## config.mk

```make
export PLATFORM = sky130hd
export DESIGN_NAME = cv32e40p_tmr_fault_manager
export DESIGN_NICKNAME = d
export VERILOG_FILES = /design/src/rtl/cv32e40p_tmr_pkg.sv /design/src/rtl/cv32e40p_tmr_sat_counter.sv /design/src/rtl/cv32e40p_tmr_fault_manager.sv
export SDC_FILE = /design/constraint.sdc
export NUM_CORES = 1
export LEC_CHECK = 0
export BUFFER_PORTS_ARGS = -buffer_cell sky130_fd_sc_hd__buf_2
export CAP_MARGIN = 40
export CORE_ASPECT_RATIO = 1.75
export CORE_MARGIN = 2
export CORE_UTILIZATION = 56
export DETAILED_ROUTE_END_ITERATION = 12
export PLACE_DENSITY = 0.78
export SKIP_CTS_REPAIR_TIMING = 1
export SYNTH_ARGS = -nofsm -noshare
export SYNTH_HDL_FRONTEND = slang
export SYNTH_SLANG_ARGS = --single-unit
```

## constraint.sdc

```tcl
create_clock -name clk -period 6.5 [get_ports clk]
set_input_delay 0.65 -clock clk [delete_from_list [all_inputs] [get_ports clk]]
set_output_delay 0.65 -clock clk [all_outputs]
set_load 0.01 [all_outputs]
```

## src/rtl/cv32e40p_tmr_pkg.sv

```systemverilog
// Shared types for the TMR fault manager: FSM states, replica indices and
// replica mask helpers.
package cv32e40p_tmr_pkg;

  localparam int NUM_REP = 3;
  localparam int REP_A   = 0;
  localparam int REP_B   = 1;
  localparam int REP_C   = 2;

  typedef logic [NUM_REP-1:0] rep_mask_t;

  typedef enum logic [1:0] {
    FM_IDLE,
    FM_REQ,
    FM_COOLDOWN,
    FM_DEGRADED
  } tmr_fm_state_e;

  // Fixed priority a > b > c; returns a one-hot (or zero) mask.
  function automatic rep_mask_t prio_pick(rep_mask_t m);
    rep_mask_t r;
    r = '0;
    if (m[REP_A])      r[REP_A] = 1'b1;
    else if (m[REP_B]) r[REP_B] = 1'b1;
    else if (m[REP_C]) r[REP_C] = 1'b1;
    return r;
  endfunction

  function automatic logic [1:0] popcnt3(rep_mask_t m);
    return {1'b0, m[REP_A]} + {1'b0, m[REP_B]} + {1'b0, m[REP_C]};
  endfunction

endpackage

```

## src/rtl/cv32e40p_tmr_sat_counter.sv

```systemverilog
// Per-replica up/down saturating mismatch counter; inc and dec together hold.
module cv32e40p_tmr_sat_counter
  import cv32e40p_tmr_pkg::*;
#(
  parameter int CNT_W = 8
) (
  input  logic             clk,
  input  logic             rst,
  input  logic             clear,
  input  logic             inc,
  input  logic             dec,
  output logic [CNT_W-1:0] cnt,
  output logic [CNT_W-1:0] cnt_nxt
);

  localparam logic [CNT_W-1:0] CNT_MAX = '1;

  always_comb begin
    cnt_nxt = cnt;
    if (inc && !dec) begin
      if (cnt != CNT_MAX) cnt_nxt = cnt + 1'b1;
    end else if (dec && !inc) begin
      if (cnt != '0) cnt_nxt = cnt - 1'b1;
    end
  end

  always_ff @(posedge clk) begin
    if (rst || clear) cnt <= '0;
    else              cnt <= cnt_nxt;
  end

endmodule

```

## src/rtl/cv32e40p_tmr_fault_manager.sv

```systemverilog
// TMR fault manager: counts per-replica voter mismatches with leaky decay,
// drives resync req/ack, retires faulty replicas and raises halt when TMR is
// lost. Optional event statistics under `CV32E40P_TMR_FM_STATS_EN`.
module cv32e40p_tmr_fault_manager
  import cv32e40p_tmr_pkg::*;
#(
  parameter int THRESHOLD = 4,
  parameter int CNT_W     = 8,
  parameter int WINDOW    = 256,
  parameter int COOLDOWN  = 16
) (
  input  logic               clk,
  input  logic               rst,
  input  logic               clear_i,
  input  logic               valid_i,
  input  logic               err_a_i,
  input  logic               err_b_i,
  input  logic               err_c_i,
  input  logic               resync_ack_i,
  output logic               resync_req_o,
  output rep_mask_t          resync_target_o,
  output rep_mask_t          faulty_o,
  output logic               halt_req_o,
  output logic               all_mismatch_o,
  output logic [3*CNT_W-1:0] err_cnt_o,
  output logic [31:0]        total_events_o
);

  localparam int WIN_W = (WINDOW > 1) ? $clog2(WINDOW) : 1;
  localparam int CD_W  = $clog2(COOLDOWN + 1);
  localparam logic [CD_W-1:0] CD_LOAD = CD_W'((COOLDOWN > 0) ? COOLDOWN - 1 : 0);

  tmr_fm_state_e state;
  rep_mask_t     pending, target;
  rep_mask_t     flags, cd_mask, ev_mask, cnt_inc, cnt_dec;
  rep_mask_t     new_faulty, faulty_nxt, set_pend, pend_all, pick;
  logic          single_ev, triple_ev, lose_tmr, tick;
  logic [WIN_W-1:0] win_cnt;
  logic [CD_W-1:0]  cd_cnt;
  logic [NUM_REP-1:0][CNT_W-1:0] cnt, cnt_nxt;

  // Retired replicas and the replica just resynced are blind to the voter.
  assign flags     = {err_c_i, err_b_i, err_a_i};
  assign cd_mask   = (state == FM_COOLDOWN) ? target : '0;
  assign ev_mask   = valid_i ? (flags & ~faulty_o & ~cd_mask) : '0;
  assign single_ev = (popcnt3(ev_mask) == 2'd1);
  assign triple_ev = (popcnt3(ev_mask) >= 2'd2);
  assign cnt_inc   = single_ev ? ev_mask : '0;
  assign tick      = (win_cnt == WIN_W'(WINDOW - 1));

  for (genvar r = 0; r < NUM_REP; r++) begin : g_rep
    assign cnt_dec[r] = tick & ~faulty_o[r] & (|cnt[r]);

    cv32e40p_tmr_sat_counter #(.CNT_W(CNT_W)) u_cnt (
      .clk     (clk),
      .rst     (rst),
      .clear   (clear_i),
      .inc     (cnt_inc[r]),
      .dec     (cnt_dec[r]),
      .cnt     (cnt[r]),
      .cnt_nxt (cnt_nxt[r])
    );

    assign new_faulty[r] = cnt_inc[r] & (32'(cnt_nxt[r]) >= 32'(THRESHOLD));
  end

  assign err_cnt_o  = cnt;
  assign faulty_nxt = faulty_o | new_faulty;
  assign set_pend   = cnt_inc & ~new_faulty;
  // A replica that was just retired must never be resynced later.
  assign pend_all   = (pending | set_pend) & ~faulty_nxt;
  assign pick       = prio_pick(pend_all);
  assign lose_tmr   = triple_ev || (popcnt3(faulty_nxt) >= 2'd2);

  always_ff @(posedge clk) begin
    if (rst || clear_i) begin
      state           <= FM_IDLE;
      pending         <= '0;
      target          <= '0;
      resync_req_o    <= 1'b0;
      resync_target_o <= '0;
      faulty_o        <= '0;
      halt_req_o      <= 1'b0;
      all_mismatch_o  <= 1'b0;
      cd_cnt          <= '0;
      win_cnt         <= '0;
    end else begin
      win_cnt  <= tick ? '0 : win_cnt + 1'b1;
      faulty_o <= faulty_nxt;
      pending  <= pend_all;
      if (triple_ev) all_mismatch_o <= 1'b1;
      if (lose_tmr)  halt_req_o     <= 1'b1;

      if (lose_tmr) begin
        state           <= FM_DEGRADED;
        resync_req_o    <= 1'b0;
        resync_target_o <= '0;
        target          <= '0;
      end else begin
        case (state)
          FM_IDLE: begin
            if (|pend_all) begin
              state           <= FM_REQ;
              target          <= pick;
              resync_target_o <= pick;
              resync_req_o    <= 1'b1;
              pending         <= pend_all & ~pick;
            end
          end
          FM_REQ: begin
            if (resync_ack_i) begin
              state           <= FM_COOLDOWN;
              resync_req_o    <= 1'b0;
              resync_target_o <= '0;
              cd_cnt          <= CD_LOAD;
            end
          end
          FM_COOLDOWN: begin
            if (cd_cnt == '0) begin
              state  <= FM_IDLE;
              target <= '0;
            end else begin
              cd_cnt <= cd_cnt - 1'b1;
            end
          end
          FM_DEGRADED: begin
            resync_req_o    <= 1'b0;
            resync_target_o <= '0;
          end
          default: state <= FM_IDLE;
        endcase
      end
    end
  end

`ifdef CV32E40P_TMR_FM_STATS_EN
  logic [31:0] total_q;
  logic        any_ev;

  // Raw flags on purpose: masked and cooldown events are still recorded.
  assign any_ev = valid_i && (|flags);

  always_ff @(posedge clk) begin
    if (rst || clear_i)                   total_q <= '0;
    else if (any_ev && (total_q != '1))   total_q <= total_q + 1'b1;
  end

  assign total_events_o = total_q;
`else
  assign total_events_o = '0;
`endif

endmodule

```

==> results of run 1 <==
## cell usage in the layout, fill, tap and decap left out, drive strengths merged, types with 6 or more instances in the layout
| master | Yosys | routed |
|---|---|---|
| and3 | 11 | 11 |
| nor3 | 20 | 20 |
| dfxtp | 54 | 54 |
| a22oi | 6 | 6 |
| inv | 15 | 15 |
| nor4 | 12 | 12 |
| a211oi | 6 | 6 |
| xnor2 | 11 | 11 |
| nand4 | 15 | 15 |
| buf | 39 | 41 |
| nor2 | 52 | 52 |
| ha | 16 | 16 |
| o21ai | 11 | 11 |
| nand3 | 16 | 16 |
| nand2 | 28 | 28 |
| and2 | 9 | 9 |
| clkbuf | 16 | 6 |
| nor2b | 7 | 7 |
| or3 | 6 | 6 |
| conb | 1 | 32 |
| and4 | 9 | 9 |
| a21oi | 31 | 31 |
## kinds of logic (layout without fill, tap and decap cells)
| logic type | Yosys count | after routing |
|---|---|---|
| xor gates and xnor gates | 14 | 14 |
| adders and majority gates | 17 | 17 |
| muxes | 4 | 4 |
| other | 1 | 32 |
| and+or+nand+nor | 217 | 217 |
| buffers and inverters | 70 | 64 |
| DFF | 54 | 54 |
| AOI/OAI and AO/OA | 100 | 100 |
## final timing paths
check,startpoint,to,slack [ns]
worst max register to register,state[0],cd_cnt[2],0.70
worst max-delay path,state[0],cd_cnt[2],0.70
worst min register to register,all_mismatch_o,all_mismatch_o,0.45
worst min-delay path,all_mismatch_o,all_mismatch_o,0.45
## flip-flops by register name (all words and copies together) (netlist names)
name / count
state: 2
resync_req_o: 1
cd_cnt: 5
all_mismatch_o: 1
faulty_o: 3
target: 3
win_cnt: 8
pending: 3
g_rep.u_cnt.cnt: 24
halt_req_o: 1
resync_target_o: 3
## cell type report
type,instances,share of cell area
Multi-Input combinational cell,384,0.611
Sequential cell,54,0.263
Timing Repair Buffer,41,0.0499
Clock buffer,6,0.0338
Tap cell,84,0.0255
Inverter,15,0.0137
Clock inverter,2,0.00304
## power groups by stage
| stage | Clock [uW] | Combinational (uW) | Sequential (uW) |
|---|---|---|---|
| global route | 293 | 124 | 343 |
| floorplan | 0 | 102 | 350 |
| CTS | 278 | 110 | 342 |
| detailed placement | 0 | 110 | 350 |
| finish | 274 | 111 | 342 |
| global placement | 0 | 107 | 350 |
## layer usage
layer,GRT usage,up-vias
met5,0,-
met4,0.120,0
met3,0.0295,22
met2,0.459,114
met1,0.278,1677
li1,-,1742
## per-stage QoR
stage                util  worst slack, ns  hold WS, ns  power, uW
finish              0.604            0.704        0.449        727
global route        0.604            0.209        0.490        760
CTS                 0.604            0.744        0.451        731
detailed placement  0.581            0.768        0.438        460
global placement    0.581            0.972        0.434        457
floorplan               -             1.57        0.430        452
## tightest hold or removal path: stages (launching register included)
cell	delay, ns
dfxtp_1	0.31
inv_1	0.05
a21oi_1	0.05
==> reports/results.ini, run 1 <==
[synthesis]
synth_top_family_by_area = simple AND/OR/NAND/NOR gates
synth_top_area_share = 0.278
synth.cell_area_sq_mm = 0.00388
synth_edf_count = 0
ys_seq_area_frac = 0.278
yosys-top-cells-area = dfxtp_1, buf_4, ha_1
synth.most_common_cell = dfxtp_1
synth-main-ff-cell = dfxtp_1
syn_inst = 477
yosys.area_share.adder = 0.0567
synth_mux_area_frac = 0.0106
synth_compound_area_frac = 0.198
syn_avg_cell_area_sq_um = 8.14
yosys_warnings = 0
ys_async_sr_fraction = 0
yosys-top-cells-count = dfxtp_1, nor2_1, buf_4, a21oi_1, nand2_1
synth_xor_area_frac = 0.0316
synth-simple-area-share = 0.320
ys_types = 78
yosys.area.top_type = dfxtp_1
ys_ff_latch = 54

[worst_setup_path]
cp_slowest_cell = nor4bb_1
cp_num_buf_inv = 1
critPathRequiredTime_ns = 6.65
cpMostUsedCell = nand2_1
worst-path-max-fanout = 17
crit_path_cell_trace = inv_1, ha_1, nand2_1, nand4b_1, fa_1, nor4bb_1, nand2_1, or4_1, a221oi_1, a2111oi_0, a31oi_1, ha_1, nand2_1, nand3b_1, a31oi_4, and4_1, and2_4, a311oi_2
endpoint_kind = register
arrival_ns = 5.94
rr_worst_depth = 18
path_depth = 18
cp-start-kind = register
path_delay_family = simple AND/OR/NAND/NOR gates
criticalPathCategory = register to register
max_stage_delay_ns = 0.66

[place]
placed_area_sq_mm = 0.00396
place_hpwl_microns = 7050
portBuffers = 40
dp.cells = 577
place.gp.congestion = 0.980

[detailed_routing]
vias = 3555
dr.first_iter.drc_count = 149
wl_met1_microns = 3510
dr_wl_met2_microns = 5040
wl_met3_microns = 379
drtAntennaViolNets = 0
dr.pass1.iters = 5
routed_wirelength_microns = 9180
drc_errors = 0
wl_per_cell_microns = 15.7
maxUsedRoutingLayer = met4
viasPerCell = 6.07

[sta]
rsz0062_at_grt = no
drv_slew = 0
final_hold_viol_count = 0
worstMarginPinSlew_ns = 0.790
fin_crit_sh = 0.892
max_freq_ghz = 0.173
setup_violations = 0
setup_tns_ns = 0
relSlewSlack = 0.473
finalCriticalPeriod_ns = 5.80
fin_worst_skew_ns = 0.00501

[floorplanning]
die_w_microns = 66.9
io_pins = 73
die_y_microns = 114
rows = 40
initial_core_util = 0.570
core_sq_mm = 0.00681
die_area_sq_mm = 0.00764

[worst_hold_path]
whs_path_depth = 2
hp-class = register to register

[clocking]
root_buffer = clkbuf_16
cts.clk_slew.worst_paths_ns = 0.07
cts_tree = built
clk_latency_ns = 0.29
clock-sinks = 54
clk_path_buf_depth = 2
cts_made_buffers = 5
cts.htree.levels = 2

[global_routing]
antenna_found_initial = 0
grt-ovfl-total = 0
grt_pass1_vias = 3342
grtUsageTotal = 0.251
grt_pass1_wl_microns = 15200
grt_max_degree = 36

[final_layout]
multi_input_area_sq_mm = 0.00251
fillers = 659
drive_gt1_frac = 0.159
antennaDiodeCount = 0
fin_area_sq_mm = 0.00411
final-seq-area_sq_mm = 0.00108
nets = 526
areaGrowthSynthToFinish_pct = 5.96
fin_cells = 586

[power]
p_clk_frac = 0.377
switchingPower_uw = 199
combPwrFrac = 0.153
sw_frac_of_total = 0.274
internal_power_uw = 528
pwr-share-seq = 0.471
peakVddDrop_uv = 152
power_density_mw_per_mm2 = 177
p_leak_uw = 0.00165

[flow_run]
drv_cap = 0

[outcome]
status = complete, no violations

(Power assumes the default switching activity.)
==> run 2, diff against run 1 <==
Settings changed: GPL_TIMING_DRIVEN set to 0.
==> run 2 against run 1 <==
  * Register-to-register slack worse by 0.14 ns
  * Fmax is 2.4% lower
  * First-iteration DRC count is 54% higher
  * Combinational power is 18% higher
  * Largest cell class unchanged
==> reports/results.ini, run 2 (synthesized netlist as in run 1, its figures left out) <==
[worst_setup_path]
endpoint_kind = register
rrSetupSlack_ns = 0.56  ; -0.14 ns
cp-start-kind = register
r2r-start = state[0]
arrival_ns = 6.10  ; +0.16 ns
critPathLaunch = state[0]
rr_worst_depth = 20  ; +2
criticalPathCategory = register to register
worst-path-max-fanout = 10  ; -7
critPathRequiredTime_ns = 6.67  ; +0.02 ns
reg2reg_to = cd_cnt[2]

[final_layout]
fillers = 628  ; -4.7%
nets = 580  ; +10%
final-seq-area_sq_mm = 0.00108  ; unchanged
final_cell_mix = dfxtp_1, nor2_1, buf_2
multi_input_area_sq_mm = 0.00251  ; unchanged
regMostFlops = g_rep.u_cnt.cnt
final_common_cell = dfxtp_1
areaGrowthSynthToFinish_pct = 14.4
largest_reg_flops = 24  ; unchanged
antennaDiodeCount = 0  ; unchanged
reg.largest.list = g_rep.u_cnt.cnt: 24 flops, win_cnt: 8 flops, cd_cnt: 5 flops
fin_cells = 638  ; +8.9%
drive_gt1_frac = 0.208  ; +0.0482

[sta]
worstMarginPinSlew_ns = 0.807  ; +0.0160 ns
finalCriticalPeriod_ns = 5.94  ; +0.140 ns
relSlewSlack = 0.460  ; -0.0127
fin_ws_ns = 0.564  ; -0.140 ns
setup_violations = 0  ; unchanged
drv_slew = 0  ; unchanged
max_freq_ghz = 0.168  ; -2.4%
fin_worst_skew_ns = 0.00692  ; +0.00191 ns
fin_crit_sh = 0.913  ; +0.0215
setup_tns_ns = 0  ; unchanged
rsz0062_at_grt = no
final_hold_viol_count = 0  ; unchanged

[clocking]
cts.clk_slew.worst_paths_ns = 0.07  ; about the same
clock-sinks = 54  ; unchanged
root_buffer = clkbuf_16
cts.htree.levels = 2  ; unchanged
clk_path_buf_depth = 2  ; unchanged
clk_latency_ns = 0.30  ; about the same
cts_made_buffers = 5  ; unchanged
cts_tree = built

[worst_hold_path]
holdCritStartpoint = halt_req_o
whs_path_depth = 2  ; unchanged
hp-class = register to register
min_to = halt_req_o

[place]
portBuffers = 39  ; -2.5%
dp_slack_ns = 0.652  ; -0.116 ns
dp.cells = 632  ; +9.5%
place.gp.congestion = 0.890  ; -9.2%
place_hpwl_microns = 7400  ; +5.0%

[floorplanning]
core_sq_mm = 0.00681  ; unchanged
initial_core_util = 0.570  ; unchanged
rows = 40  ; unchanged
io_pins = 73  ; unchanged
die_area_sq_mm = 0.00764  ; unchanged
die_w_microns = 66.9  ; unchanged
die_y_microns = 114  ; unchanged

[detailed_routing]
drc_errors = 0  ; unchanged
vias = 3775  ; +6.2%
drtAntennaViolNets = 0  ; unchanged
dr.first_iter.drc_count = 230  ; +54%
viasPerCell = 5.92  ; -2.5%
dr.pass1.iters = 5  ; unchanged
wl_per_cell_microns = 15.1  ; -3.7%
routed_wirelength_microns = 9620  ; +4.8%

[global_routing]
grt_pass1_wl_microns = 16100  ; +5.8%
antenna_found_initial = 0  ; unchanged
grt_max_degree = 15  ; -58%
grtUsageTotal = 0.266  ; +0.0149
grt_pass1_vias = 3578  ; +7.1%
grt-ovfl-total = 0  ; unchanged

[power]
peakVddDrop_uv = 148  ; -2.5%
power_uw = 741  ; +1.8%
power_density_mw_per_mm2 = 167  ; -5.7%
p_leak_uw = 0.00187  ; +13%

[outcome]
status = complete, no violations

[flow_run]
drv_cap = 0  ; unchanged

run 2: worst max path at each step:
stage / to / slack (ns)
final: cd_cnt[2] / 0.56
after global routing: cd_cnt[2] / 0.01
after CTS: cd_cnt[3] / 0.61
after detailed placement: cd_cnt[2] / 0.65
after global placement: cd_cnt[3] / 0.75
after floorplan: cd_cnt[3] / 1.57
run 2: worst max-delay path, cell delays in order, from the launching register on:
cell       delay [ns]
dfxtp_1          0.33
inv_1            0.10
ha_1             0.32
clkbuf_1         0.42
nand2_1          0.12
nand4b_1         0.14
fa_1             0.47
nor4bb_1         0.60
nand2_1          0.33
or4_1            0.63
a221oi_1         0.36
a2111oi_0        0.16
a31oi_1          0.30
ha_1             0.33
nand2_1          0.09
nand3b_1         0.12
a31oi_4          0.31
and4_1           0.26
buf_6            0.14
and2_4           0.17
a311oi_2         0.10
run 2: layout make-up:
cell class | instances | share of cell area
plain buffers | 55 | 0.0780
multi-input cells | 384 | 0.566
flip-flops and latches | 54 | 0.243
inverters | 15 | 0.0127
well taps | 84 | 0.0237
repair buffers | 40 | 0.0451
clock buffers | 6 | 0.0313
run 2: through the flow:
| step | util | hold WS (ns) | area [sq um] |
|---|---|---|---|
| after CTS | 0.653 | 0.448 | 4440 |
| after global placement | 0.632 | 0.433 | 4300 |
| final | 0.653 | 0.443 | 4440 |
| after floorplan | - | 0.430 | 4000 |
| after global routing | 0.653 | 0.471 | 4440 |
| after detailed placement | 0.632 | 0.437 | 4300 |
run 2: per-layer routing:
metal | share of wire | global-route usage | vias up
met5 | 0 | 0 | -
met4 | 0.033 | 0.133 | 0
met3 | 0.057 | 0.0452 | 33
met2 | 0.54 | 0.489 | 143
met1 | 0.37 | 0.280 | 1752
li1 | - | - | 1847
run 2: power breakdown:
group          internal [uW]  total, uW  leakage, uW  switching [uW]
combinational           53.8        131      0.00137            77.3
clock                    149        268    0.0000688             118
sequential               337        342     0.000436            5.34
total                    540        741      0.00187             201
